$ cat src/rtl/uart_frame_packer_pkg.sv
// rtl/uart_frame_packer_pkg.sv - shared FSM states, command codes and default sync byte (S_CSUM exists only with UART_PACKER_CHECKSUM_EN)
package uart_frame_packer_pkg;

    localparam logic [7:0] CMD_ADDR          = 8'h01;
    localparam logic [7:0] CMD_DATA          = 8'h02;
    localparam logic [7:0] DEFAULT_SYNC_BYTE = 8'hA5;

    typedef enum logic [2:0] {
        S_IDLE = 3'd0,
        S_CMD  = 3'd1,
        S_ADDR = 3'd2,
        S_DATA = 3'd3
`ifdef UART_PACKER_CHECKSUM_EN
        ,
        S_CSUM = 3'd4
`endif
    } state_t;

endpackage

$ cat src/rtl/uart_frame_packer.sv
// rtl/uart_frame_packer.sv - UART byte stream to address/data frame decoder; UART_PACKER_CHECKSUM_EN adds a trailing XOR checksum byte
module uart_frame_packer
    import uart_frame_packer_pkg::*;
#(
    parameter int         TIMEOUT_CYC = 100000,
    parameter logic [7:0] SYNC_BYTE   = DEFAULT_SYNC_BYTE
) (
    input  logic        clk_i,
    input  logic        rst_i,
    input  logic [7:0]  rx_data_i,
    input  logic        rx_vld_i,
    output logic [63:0] data_o,
    output logic        data_vld_o,
    output logic [15:0] addr_init_o,
    output logic        addr_init_vld_o,
    output logic        err_o,
    output logic [15:0] word_cnt_o
);

    localparam int            TW       = (TIMEOUT_CYC > 2) ? $clog2(TIMEOUT_CYC) : 1;
    localparam logic [TW-1:0] TMO_LAST = TW'(TIMEOUT_CYC - 1);
`ifdef UART_PACKER_CHECKSUM_EN
    // The checksum byte arrives after the payload, so the whole word must already be held.
    localparam int            SHW      = 64;
`else
    // The final payload byte is taken straight from rx_data_i, so only 7 bytes are held.
    localparam int            SHW      = 56;
`endif

    state_t          state, state_nxt;
    logic [2:0]      idx, idx_nxt;
    logic [TW-1:0]   tmo_cnt;
    logic [SHW-1:0]  shreg;
    logic            tmo_hit;
    logic            set_data, set_addr, set_err;
    logic [63:0]     data_word;
    logic [15:0]     addr_word;
`ifdef UART_PACKER_CHECKSUM_EN
    logic [7:0]      csum;
    logic            is_addr;

    assign data_word = shreg;
    assign addr_word = shreg[15:0];
`else
    assign data_word = {shreg, rx_data_i};
    assign addr_word = {shreg[7:0], rx_data_i};
`endif

    // A byte arriving in the expiry cycle wins over the timeout.
    assign tmo_hit = (state != S_IDLE) && !rx_vld_i && (tmo_cnt == TMO_LAST);

    // Next-state decode and strobe requests for the byte accepted this cycle
    always_comb begin
        state_nxt = state;
        idx_nxt   = idx;
        set_data  = 1'b0;
        set_addr  = 1'b0;
        set_err   = 1'b0;
        if (tmo_hit) begin
            set_err   = 1'b1;
            state_nxt = S_IDLE;
        end else if (rx_vld_i) begin
            case (state)
                S_IDLE: begin
                    if (rx_data_i == SYNC_BYTE) state_nxt = S_CMD;
                end
                S_CMD: begin
                    idx_nxt = 3'd0;
                    if (rx_data_i == CMD_ADDR) begin
                        state_nxt = S_ADDR;
                    end else if (rx_data_i == CMD_DATA) begin
                        state_nxt = S_DATA;
                    end else begin
                        set_err   = 1'b1;
                        state_nxt = S_IDLE;
                    end
                end
                S_ADDR: begin
                    idx_nxt = idx + 3'd1;
                    if (idx == 3'd1) begin
                        idx_nxt = 3'd0;
`ifdef UART_PACKER_CHECKSUM_EN
                        state_nxt = S_CSUM;
`else
                        set_addr  = 1'b1;
                        state_nxt = S_IDLE;
`endif
                    end
                end
                S_DATA: begin
                    idx_nxt = idx + 3'd1;
                    if (idx == 3'd7) begin
                        idx_nxt = 3'd0;
`ifdef UART_PACKER_CHECKSUM_EN
                        state_nxt = S_CSUM;
`else
                        set_data  = 1'b1;
                        state_nxt = S_IDLE;
`endif
                    end
                end
`ifdef UART_PACKER_CHECKSUM_EN
                S_CSUM: begin
                    state_nxt = S_IDLE;
                    if (rx_data_i == csum) begin
                        set_addr = is_addr;
                        set_data = !is_addr;
                    end else begin
                        set_err  = 1'b1;
                    end
                end
`endif
                default: state_nxt = S_IDLE;
            endcase
        end
    end

    // State register, byte index and inter-byte timeout counter
    always_ff @(posedge clk_i) begin
        if (rst_i) begin
            state   <= S_IDLE;
            idx     <= 3'd0;
            tmo_cnt <= '0;
        end else begin
            state <= state_nxt;
            idx   <= idx_nxt;
            if (state == S_IDLE || rx_vld_i || tmo_hit) tmo_cnt <= '0;
            else                                        tmo_cnt <= tmo_cnt + 1'b1;
        end
    end

    // Payload shift register, registered strobes, output words and word counter
    always_ff @(posedge clk_i) begin
        if (rst_i) begin
            shreg           <= '0;
            data_o          <= '0;
            addr_init_o     <= '0;
            word_cnt_o      <= '0;
            data_vld_o      <= 1'b0;
            addr_init_vld_o <= 1'b0;
            err_o           <= 1'b0;
        end else begin
            data_vld_o      <= set_data;
            addr_init_vld_o <= set_addr;
            err_o           <= set_err;
            if (rx_vld_i && (state == S_ADDR || state == S_DATA))
                shreg <= {shreg[SHW-9:0], rx_data_i};
            if (set_data) data_o      <= data_word;
            if (set_addr) addr_init_o <= addr_word;
            if (set_addr)      word_cnt_o <= '0;
            else if (set_data) word_cnt_o <= word_cnt_o + 16'd1;
        end
    end

`ifdef UART_PACKER_CHECKSUM_EN
    // Running XOR of command and payload bytes, and which strobe the frame ends in
    always_ff @(posedge clk_i) begin
        if (rst_i) begin
            csum    <= 8'd0;
            is_addr <= 1'b0;
        end else if (rx_vld_i) begin
            if (state == S_CMD) begin
                csum    <= rx_data_i;
                is_addr <= (rx_data_i == CMD_ADDR);
            end else if (state == S_ADDR || state == S_DATA) begin
                csum    <= csum ^ rx_data_i;
            end
        end
    end
`endif

endmodule

$ cat config.mk
export PLATFORM = sky130hd
export DESIGN_NAME = uart_frame_packer
export DESIGN_NICKNAME = d
export VERILOG_FILES = /design/src/rtl/uart_frame_packer_pkg.sv /design/src/rtl/uart_frame_packer.sv
export SDC_FILE = /design/constraint.sdc
export NUM_CORES = 1
export LEC_CHECK = 0
export ABC_AREA = 1
export CAP_MARGIN = 30
export CORE_UTILIZATION = 51
export DETAILED_ROUTE_END_ITERATION = 8
export PLACE_DENSITY = 0.85
export SLEW_MARGIN = 5
export SYNTH_ARGS = -nofsm -noshare
export SYNTH_HDL_FRONTEND = slang
export SYNTH_SLANG_ARGS = --single-unit
export TNS_END_PERCENT = 50
$ cat constraint.sdc
create_clock -name clk_i -period 2.21 [get_ports clk_i]
set_clock_uncertainty 0.15 [all_clocks]
set_input_delay 0.221 -clock clk_i [delete_from_list [all_inputs] [get_ports clk_i]]
set_output_delay 0.221 -clock clk_i [all_outputs]
set_load 0.02 [all_outputs]
; ---- After elaboration in Yosys (flattened, before gate mapping)
; Index checks and enable logic that the tools add are counted.
[op_classes]
add_sub_neg = 3
eq_ne = 12
bitwise = 1
n_reduce_logical = 15
muxes = 22
[op_table]
columns = operator, n
row1 = 17-bit by 1-bit adder with 17-bit output (second input constant), 1
row2 = 17-bit equality test (second input constant), 1
row3 = 16-bit by 1-bit adder with 16-bit output (second input constant), 1
row4 = 3-bit 2-to-1 mux, 5
row5 = 1-bit 2-to-1 mux, 13
row6 = 3-bit one-hot mux with 4 select lines, 1
row7 = 3-bit one-hot mux with 3 select lines, 1
row8 = 8-bit by 1-bit equality test with 1-bit output (second input constant), 1
row9 = 8-bit by 2-bit equality test with 1-bit output (second input constant), 1
row10 = 8-bit equality test (second input constant), 1
row11 = 3-bit by 1-bit equality test with 1-bit output (second input constant), 2
row12 = 3-bit by 2-bit equality test with 1-bit output (second input constant), 2
row13 = 2-bit != test (second input constant), 3
row14 = 3-bit nonzero test, 2
row15 = 2-bit OR reduction, 3
row16 = 2-bit 2-to-1 mux, 2
row17 = 4-bit AND reduction, 1
row18 = 3-bit by 1-bit adder with 3-bit output (second input constant), 1
row19 = 3-bit equality test (second input constant), 1
row20 = 1-bit logical AND, 3
row21 = 3-bit zero test, 1
row22 = 1-bit logical OR, 3
row23 = 3-bit AND reduction, 1
row24 = 1-bit zero test, 1
row25 = 1-bit inverter, 1
[totals]
ff_bits = 178
input_bits = 11
elab_cells = 63

; ---- Logic depth before layout (Yosys ltp)
; Gate-level depths: netlist of run 1.
[logic_depth]
depth_word = 6
ltp_mapped = 10
mapped_depth_nobuf = 10

; ---- Worst setup path before layout of run 1
; OpenSTA, ideal clock, no wires.
[synth_path]
path_kind = reg2reg
start = reg word_cnt_o[0]
end = reg word_cnt_o[14]
slack_ns = 0.578
arrival_ns = 1.373
setup_time_ns = 0.109
path_stages_with_launch = 11
required_ns = 1.951
path_cell_list = dfxtp_1 > ha_1 > inv_1 > nor2_1 > nand2_1 > nor2_1 > nand3_1 > nand2_1 > nand2_1 > nand2_1 > inv_1
[synth_between]
elab_chain_len = 1
[synth_rtl]
columns = element, line_no
row1 = "start, declared", uart_frame_packer.sv:17  ; output logic [15:0] word_cnt_o
row2 = "start signal, assigned", uart_frame_packer.sv:151  ; else if (set_data) word_cnt_o <= word_cnt_o + 16'd1;
row3 = 16-bit by 1-bit adder with 16-bit output, uart_frame_packer.sv:151
; Every way passes these cells.
; A chain may end at the register's enable or synchronous reset.

; ---- Worst setup path in the final report of run 1
[layout_path]
start = reg idx[1]
end = reg word_cnt_o[6]
[layout_between]
elab_chain_len = 6
elab_cells_between_ends = 11
[layout_rtl]
columns = element, line_no
row1 = "start, declared", uart_frame_packer.sv:31  ; logic [2:0] idx, idx_nxt;
row2 = "start signal, assigned", uart_frame_packer.sv:126  ; idx <= idx_nxt;
row3 = 3-bit by 1-bit equality test with 1-bit output, uart_frame_packer.sv:80  ; if (idx == 3'd1) begin
row4 = 1-bit 2-to-1 mux, uart_frame_packer.sv:80
row5 = 1-bit 2-to-1 mux, uart_frame_packer.sv:63  ; case (state)
row6 = 1-bit 2-to-1 mux, uart_frame_packer.sv:62  ; end else if (rx_vld_i) begin
row7 = 1-bit 2-to-1 mux, uart_frame_packer.sv:59  ; if (tmo_hit) begin
row8 = 2-bit OR reduction (no source line), n/a
; Several ways; a longest one is shown, not always the timed one.

==> metrics.md, run 1 <==
| Metric | Value |
|---|---|
| Number of max-cap violations | 0 |
| Peak supply drop | 0.626 mV |
| Async S/R FF share, synth | 0% |
| Die area | 13600 µm² |
| Row count | 41 |
| Initial DRC Count | 418 |
| PnR Total Power | 6.59 mW |
| Top cell type's share of synthesized area | 52.9% |
| PnR worst setup slack | 244 ps |
| Crit. End Element | flop |
| Crit path DAT | 2190 ps |
| Clk root buf | clkbuf_16 |
| Number of synthesized flops with an enable pin | 0 |
| Count leader, synth | nor2_1 |
| First-pass GRT wire length | 25900 µm |
| DR WL/cell | 13.3 µm |
| CTS Sinks | 177 |
| Cell accounting for the most synthesized area | dfxtp_1 |
| Port Buffers | 109 |
| Via count | 6000 |
| Largest cells by area after synthesis | dfxtp_1, nor2_1, o21ai_0, nand2_1, a21oi_1 |
| Nets | 993 |
| Fmax | 509 MHz |
| CP required | 2430 ps |
| CP Class | flop to flop |
| Antenna diodes | 0 |
| Synth cell count leaders | nor2_1, dfxtp_1, o21ai_0 |
| Dpl ws | 7.43 ps |
| Worst-skew pair later-pin latency | 430 ps |
| Core Area | 12700 µm² |
| CP max FO | 11 |
| Leak | 3.35 nW |
| Main synth FF type | dfxtp_1 |
| Area Overhead vs Synth | 27.5% |
| DRC errors left | 0 |
| Hold Violations, Final | 0 |
| Final period util | 89.0% |
| Worst slew margin | 63.0% |
| Synth Area per Inst | 7.59 µm² |
| Via density | 5.16 |
| Htree depth | 4 |
| Hold buffer count at CTS | 0 |
| Critical path launch point type | flop |
| Outcome | finished clean |
| CTS clk-pin slew, worst paths | 70 ps |
| Sequential-to-total area share from yosys stat | 52.9% |
| Synth Net Count | 898 |
| Post-layout minimum cycle time | 1970 ps |
| Pwr dens | 771 nW/µm² |
| Post-Syn Area | 6700 µm² |
| Total GRT Usage | 24.2% |
| Starting Density | 52.6% |
| Worst Max-Slew Pin Slew | 554 ps |
| Initial antenna violation count | 0 |
| RSZ-0062 raised after global routing | false |
| Drt pass-1 iters | 5 |
| Synth cell types | 30 |
| PostCTS Resize Cnt | 0 |
| Detail Placement HPWL | 10100 µm |
| Cells after Synth | 882 |
| Worst Hold Class | primary input to flop |
| Share of cells above drive strength 1 | 5.66% |
| Routability cong. | 0.830 |
| Die Y | 117 µm |
| Total grt overflow | 0 |
| CTS tree | done |
| Routed WL | 15500 µm |
| Pins Over Slew Limit | 0 |
| Die Wd | 117 µm |
| Antenna-violating nets left | 0 |
| Seq cells post-synth | 177 |
| Vias in the first global route | 5563 |
| Clock buffer count from CTS | 17 |
| Setup TNS | 0 ps |
| Ys Warns | 0 |
| Largest net degree at the start of global routing | 93 |
| Post-CTS Setup Inserts | 0 |
| Top-Level Pins | 110 |
| CTS Buffer Depth | 2 |
| Finish-stage setup viols | 0 |
[state kept, by name, summed over array words and instances, names as in the netlist]
register / cells
addr_init_vld_o: 1
tmo_cnt: 17
state: 2
addr_init_o: 16
shreg: 56
data_vld_o: 1
data_o: 64
idx: 3
err_o: 1
word_cnt_o: 16
[layout make-up]
cell class	instances	area, µm²
multi-input cells	595	2690
well taps	172	215
clock buffers	18	439
repair buffers	122	1250
inverters	64	240
flip-flops and latches	177	3540
clock inverters	14	155
fillers	1058	4190
[logic make-up after synthesis]
group | synth area share, %
AOI/OAI and AO/OA | 15.4
xor gates and xnor gates | 0.785
adders and majority gates | 0.934
DFF | 52.9
buffers and inverters | 6.86
and+or+nand+nor | 23.1
[power by group]
part	internal [mW]	switching, mW	total (mW)
clock network	1.71	1.28	2.99
registers	3.26	0.0495	3.31
logic	0.104	0.188	0.292
total	5.07	1.51	6.59
[critical path, cell delays in order, from the launching register on]
cell and delay [ps]:
dfxtp_1 360, inv_1 50, ha_1 170, nand2_1 110, nor2_1 70, nor2_1 360, inv_1 310, a21oi_1 200
o21a_1 130
[routing by layer]
layer | up-vias | global-route usage [%] | wire (µm)
met3 | 22 | 4.88 | 688
met5 | - | 0 | 0
met1 | 2781 | 30.6 | 6920
li1 | 3036 | - | -
met2 | 161 | 40.3 | 7580
met4 | 0 | 10.2 | 262
[stage by stage]
stage	cells	hold WS [ps]	area (µm²)	util, %
2_1_floorplan	882	140	6700	-
3_3_place_gp	1130	280	7940	62.4
3_5_place_dp	1130	297	7940	62.4
4_1_cts	1162	278	8540	67.1
5_1_grt	1162	308	8540	67.1
6_report	1162	300	8540	67.1
[final timing paths]
path / startpoint / to / slack (ps) / cells after the start
setup / recovery: idx[1]$_SDFFE_PP0P_ / word_cnt_o[6]$_SDFFE_PP0P_ / 240 / 8
hold / removal: rx_data_i[4] / data_o[4]$_SDFFE_PP0P_ / 300 / 3
setup reg to reg: idx[1]$_SDFFE_PP0P_ / word_cnt_o[6]$_SDFFE_PP0P_ / 240 / 8
hold reg to reg: addr_init_o[9]$_SDFFE_PP0P_ / addr_init_o[9]$_SDFFE_PP0P_ / 310 / 2
[cell usage in the layout (no fill, tap or decap), types with 2 or more instances in the layout]
master / instances
a21oi_1: 55
buf_12: 5
buf_4: 8
bufinv_16: 2
clkbuf_16: 17
clkdlybuf4s50_1: 109
clkinv_2: 2
clkinv_4: 4
clkinvlp_4: 2
dfxtp_1: 177
ha_1: 5
inv_1: 61
inv_2: 2
inv_6: 4
nand2_1: 97
nand3_1: 21
nand4_1: 10
nor2_1: 226
nor2_2: 3
nor3_1: 12
nor3b_2: 2
o21ai_0: 146
or2_0: 3
xnor2_1: 2
xor2_1: 4
No activity file was read; power rests on OpenSTA's default activity.
==> run 2: changes to the inputs <==
--- a/config.mk
+++ b/config.mk
@@ -7,9 +7,10 @@
 export LEC_CHECK = 0
 export ABC_AREA = 1
 export CAP_MARGIN = 30
-export CORE_UTILIZATION = 51
+export CORE_ASPECT_RATIO = 1.75
+export CORE_UTILIZATION = 53
 export DETAILED_ROUTE_END_ITERATION = 8
-export PLACE_DENSITY = 0.85
+export PLACE_DENSITY = 0.87
 export SLEW_MARGIN = 5
 export SYNTH_ARGS = -nofsm -noshare
 export SYNTH_HDL_FRONTEND = slang
==> metrics.md, run 2 (same netlist as run 1, synthesis figures left out) <==
| Metric | Value |
|---|---|
| Clock buffer count from CTS | 17 (unchanged) |
| Detail Placement HPWL | 11000 µm (+8.3%) |
| Antenna-violating nets left | 0 (unchanged) |
| # fillers | 969 (-8.4%) |
| Worst slew margin | 65.9% (+2.9 points) |
| Finish-stage setup viols | 0 (unchanged) |
| Initial antenna violation count | 0 (unchanged) |
| Routed WL | 17000 µm (+9.8%) |
| Die area | 13100 µm² (-3.6%) |
| CTS clk-pin slew, worst paths | 60 ps (about the same) |
| Hold buffer count at CTS | 0 (unchanged) |
| Commonest non-fill, non-tap cell in the layout | nor2_1 |
| Initial DRC Count | 310 (-26%) |
| Via density | 5.36 (+3.9%) |
| Outcome | finished clean |
| Post-CTS Setup Inserts | 0 (unchanged) |
| CP Class | flop to flop |
| DR WL/cell | 14.7 µm (+10%) |
| Area Overhead vs Synth | 26.6% |
| Total GRT Usage | 26.4% (+2.2 points) |
| Worst Hold Class | flop to flop |
| Largest regs | data_o x64, shreg x56, tmo_cnt x17 |
| CTS Buffer Depth | 2 (unchanged) |
| Crit. End Element | flop |
| DRC errors left | 0 (unchanged) |
| Nets | 990 (-0.30%) |
| Leak | 3.32 nW (-1.0%) |
| Total grt overflow | 0 (unchanged) |
| Pins Over Slew Limit | 0 (unchanged) |
| Final Util | 68.5% (+1.4 points) |
| CTS Sinks | 177 (unchanged) |
| CP required | 2410 ps (-20 ps) |
| Top-Level Pins | 110 (unchanged) |
| Row count | 54 (+32%) |
| Max reg flops | 64 (unchanged) |
| Design area | 8480 µm² (-0.72%) |
| Clk root buf | clkbuf_16 |
| RSZ-0062 raised after global routing | false |
| Setup TNS | 0 ps (unchanged) |
| CTS tree | done |
| Die Wd | 87.0 µm (-25%) |
| Peak supply drop | 0.651 mV (+3.9%) |
| DP Area | 7890 µm² (-0.72%) |
| Final period util | 90.7% (+1.7 points) |
| Worst Max-Slew Pin Slew | 511 ps (-43.1 ps) |
| Hold Violations, Final | 0 (unchanged) |
| Biggest register | data_o |
| Fmax | 499 MHz (-1.9%) |
| First-pass GRT wire length | 26800 µm (+3.5%) |
| Share of cells above drive strength 1 | 5.17% (-0.49 points) |
| Antenna diodes | 0 (unchanged) |
| Most frequent cells in the layout | nor2_1, dfxtp_1, o21ai_0, clkdlybuf4s50_1, nand2_1 |
| Via count | 6195 (+3.3%) |
| Crit path DAT | 2210 ps (+20 ps) |
| Die Y | 151 µm (+29%) |
| Critical path launch point type | flop |
| Min Hold Slack | 312 ps (+13.0 ps) |
| Largest net degree at the start of global routing | 62 (-33%) |
| Routability cong. | 0.868 (+4.5%) |
| CP max FO | 92 (+81) |
| Core Area | 12400 µm² (-2.8%) |
| Drt pass-1 iters | 5 (unchanged) |
| Pwr dens | 781 nW/µm² (+1.3%) |
| Worst-skew pair later-pin latency | 420 ps (about the same) |
| Htree depth | 4 (unchanged) |
| Post-layout minimum cycle time | 2000 ps (+37.5 ps) |
| Number of max-cap violations | 0 (unchanged) |
| Port Buffers | 109 (unchanged) |
| Starting Density | 54.1% (+1.5 points) |
| PostCTS Resize Cnt | 0 (unchanged) |
| Vias in the first global route | 5699 (+2.4%) |
==> run 2: stage by stage <==
step	std cells	total power, mW	setup WS (ps)
floorplan	882	3.56	578
finish	1155	6.62	207
global route	1155	6.84	26.1
global placement	1124	3.65	223
detailed placement	1124	3.66	125
CTS	1156	6.64	106
==> run 2: worst paths after layout <==
kind	start	to	slack, ps	cells past startpoint
worst min-delay path	tmo_cnt[0]$_SDFF_PP0_	tmo_cnt[0]$_SDFF_PP0_	310	1
worst min register to register	tmo_cnt[0]$_SDFF_PP0_	tmo_cnt[0]$_SDFF_PP0_	310	1
worst max register to register	idx[0]$_SDFFE_PP0P_	word_cnt_o[3]$_SDFFE_PP0P_	210	8
worst max-delay path	idx[0]$_SDFFE_PP0P_	word_cnt_o[3]$_SDFFE_PP0P_	210	8
==> run 2: where the power goes <==
group / internal, mW / switching, mW
sequential: 3.26 / 0.0546
combinational: 0.0986 / 0.194
clock: 1.78 / 1.24
total: 5.14 / 1.48
==> run 2: worst max-delay path: stages, from the launching register on <==
cell and delay (ps):
dfxtp_1 380, ha_1 180, ha_1 150, nand2_1 110, nor2_4 150, buf_12 320, nand4_1 150, or2_0 220
a21oi_1 110
==> run 2: final cells by class <==
class | instances | area [µm²] | share of cell area, %
inverter | 64 | 240 | 2.83
sequential | 177 | 3540 | 41.8
timing repair buffer | 119 | 1190 | 14.1
clock inverter | 13 | 161 | 1.90
multi-input combinational | 595 | 2690 | 31.8
clock buffer | 19 | 433 | 5.11
tap | 168 | 210 | 2.48
==> run 2: per-layer routing <==
metal / wire [µm] / global-route usage, % / up-vias
li1: - / - / 3024
met1: 6240 / 28.1 / 2906
met2: 9190 / 47.4 / 201
met3: 738 / 4.55 / 64
met4: 791 / 16.3 / 0
met5: 0 / 0 / -
==> run 3: changes to the inputs <==
--- a/config.mk
+++ b/config.mk
@@ -11,6 +11,7 @@
 export CORE_UTILIZATION = 53
 export DETAILED_ROUTE_END_ITERATION = 8
 export PLACE_DENSITY = 0.87
+export RECOVER_POWER = 100
 export SLEW_MARGIN = 5
 export SYNTH_ARGS = -nofsm -noshare
 export SYNTH_HDL_FRONTEND = slang
==> metrics.md, run 3 (same netlist as run 1, synthesis figures left out) <==
| Metric | Value |
|---|---|
| # fillers | 975 (+0.62%) |
| Hold buffer count at CTS | 0 (unchanged) |
| Total grt overflow | 0 (unchanged) |
| CP required | 2360 ps (-50 ps) |
| CTS clk-pin slew, worst paths | 60 ps (about the same) |
| Via density | 5.40 (+0.76%) |
| CP max FO | 13 (-86%) |
| Outcome | finished clean |
| Pins Over Slew Limit | 0 (unchanged) |
| Fmax | 498 MHz (-0.23%) |
| Final non-filler cell total | 1155 (unchanged) |
| Biggest register | data_o |
| Vias in the first global route | 5699 (unchanged) |
| Initial antenna violation count | 0 (unchanged) |
| Share of cells above drive strength 1 | 4.66% (-0.51 points) |
| Worst-skew pair later-pin latency | 420 ps (about the same) |
| CP Cell Sequence | ha_1 > nand2_1 > nor2_1 > nand3_1 > o21bai_1 > buf_4 > nor2_1 |
| CP Class | flop to flop |
| First-pass GRT wire length | 26800 µm (unchanged) |
| Final period util | 90.9% (+0.21 points) |
| Worst Max-Slew Pin Slew | 612 ps (+102 ps) |
| Clock buffer count from CTS | 17 (unchanged) |
| Row count | 54 (unchanged) |
| Leak | 3.67 nW (+11%) |
| Post-CTS Setup Inserts | 0 (unchanged) |
| Top-Level Pins | 110 (unchanged) |
| Clk root buf | clkbuf_16 |
| CTS Sinks | 177 (unchanged) |
| Core Area | 12400 µm² (unchanged) |
| Hold Violations, Final | 0 (unchanged) |
| Max incr delay on CP | 360 ps (-20 ps) |
| Die Wd | 87.0 µm (unchanged) |
| Worst R2R Start | tmo_cnt[0]$_SDFF_PP0_ |
| Placed cell count | 1124 (unchanged) |
| Hold Crit Depth | 2 (+1) |
| Antenna-violating nets left | 0 (unchanged) |
| Htree depth | 4 (unchanged) |
| Worst slew margin | 59.2% (-6.7 points) |
| Max reg flops | 64 (unchanged) |
| Nets | 990 (unchanged) |
| CTS Buffer Depth | 2 (unchanged) |
| DRC errors left | 0 (unchanged) |
| Routability cong. | 0.868 (unchanged) |
| Die Y | 151 µm (unchanged) |
| Via count | 6242 (+0.76%) |
| Detail Placement HPWL | 11000 µm (unchanged) |
| Routed WL | 16900 µm (-0.65%) |
| Critical path launch point type | flop |
| Crit path DAT | 2160 ps (-50 ps) |
| Total GRT Usage | 26.4% (unchanged) |
| Starting Density | 54.1% (unchanged) |
| RR Endpoint | tmo_cnt[1]$_SDFF_PP0_ |
| CTS tree | done |
| Largest regs | data_o x64, shreg x56, tmo_cnt x17 |
| Worst Hold Class | flop to flop |
| Finish-stage setup viols | 0 (unchanged) |
| Die area | 13100 µm² (unchanged) |
| Peak supply drop | 0.650 mV (-0.15%) |
| Reg-to-reg slack, setup | 200 ps (about the same) |
| Initial DRC Count | 370 (+19%) |
| Drt pass-1 iters | 5 (unchanged) |
| Port Buffers | 109 (unchanged) |
| Setup TNS | 0 ps (unchanged) |
| Worst path most repeated cell | nor2_1 |
| RSZ-0062 raised after global routing | false |
| Pwr dens | 783 nW/µm² (+0.26%) |
| Largest net degree at the start of global routing | 62 (unchanged) |
| CP endpoint | tmo_cnt[1]$_SDFF_PP0_ |
| DR WL/cell | 14.6 µm (-0.65%) |
| Number of max-cap violations | 0 (unchanged) |
| CP Launch Point | tmo_cnt[0]$_SDFF_PP0_ |
| Post-layout minimum cycle time | 2010 ps (+4.59 ps) |
| Most frequent cells in the layout | nor2_1, dfxtp_1, o21ai_0, dlygate4sd3_1, nand2_1 |
| Area Overhead vs Synth | 26.2% |
| CP max stage cell | dfxtp_1 |
| Antenna diodes | 0 (unchanged) |
| Reg2reg path depth | 7 (-1) |
| Final Util | 68.3% (-0.21 points) |
| Crit. End Element | flop |
| Commonest non-fill, non-tap cell in the layout | nor2_1 |
==> run 3: final cells by class <==
type | count | area (µm²) | share of cell area, %
Tap cell | 168 | 210 | 2.49
Clock inverter | 13 | 161 | 1.91
Multi-Input combinational cell | 595 | 2680 | 31.7
Timing Repair Buffer | 119 | 1180 | 14.0
Sequential cell | 177 | 3540 | 41.9
Clock buffer | 19 | 433 | 5.12
Inverter | 64 | 240 | 2.84
==> run 3: how the worst min path moves through the flow <==
stage                                       from                           end  slack [ps]
finish              addr_init_o[15]$_SDFFE_PP0P_  addr_init_o[15]$_SDFFE_PP0P_         310
global route         addr_init_o[9]$_SDFFE_PP0P_   addr_init_o[9]$_SDFFE_PP0P_         320
CTS                                 rx_data_i[0]        data_o[0]$_SDFFE_PP0P_         300
detailed placement  addr_init_o[14]$_SDFFE_PP0P_  addr_init_o[14]$_SDFFE_PP0P_         290
global placement           tmo_cnt[0]$_SDFF_PP0_         tmo_cnt[0]$_SDFF_PP0_         290
floorplan                                  rst_i              err_o$_SDFF_PP0_         140
==> run 3: through the flow <==
step | power, mW | worst slack [ps] | hold WS, ps | cell area [µm²]
6_report | 6.62 | 202 | 308 | 8450
4_1_cts | 6.64 | 106 | 302 | 8480
2_1_floorplan | 3.56 | 578 | 140 | 6700
5_1_grt | 6.84 | 25.8 | 323 | 8450
3_5_place_dp | 3.66 | 125 | 295 | 7890
3_3_place_gp | 3.65 | 223 | 285 | 7890
==> run 3: power breakdown <==
part           internal [mW]  leakage, nW  switching (mW)
Sequential              3.26         1.43          0.0538
Clock                   1.78        0.280            1.24
Combinational         0.0955         1.96           0.193
==> run 3: worst max-delay path: cells and delay by family (launching register included) <==
kind | cells | cell delay [ps]
AND/OR/NAND/NOR | 4 | 570
flip-flops | 1 | 360
AO/OA/AOI/OAI | 1 | 300
buffers and inverters | 1 | 260
adder cells (fa/ha/maj) | 1 | 240
==> run 3: repair_timing <==
action,in CTS,in global routing
endpoints found under the setup margin,0,10
resized for setup,0,1
endpoints found under the hold margin,0,0
==> run 3: layer usage <==
layer	part of all wire (%)	track usage (%)
met5	0	0
met3	4.7	4.55
met1	36	28.1
met2	54	47.4
met4	5.4	16.3
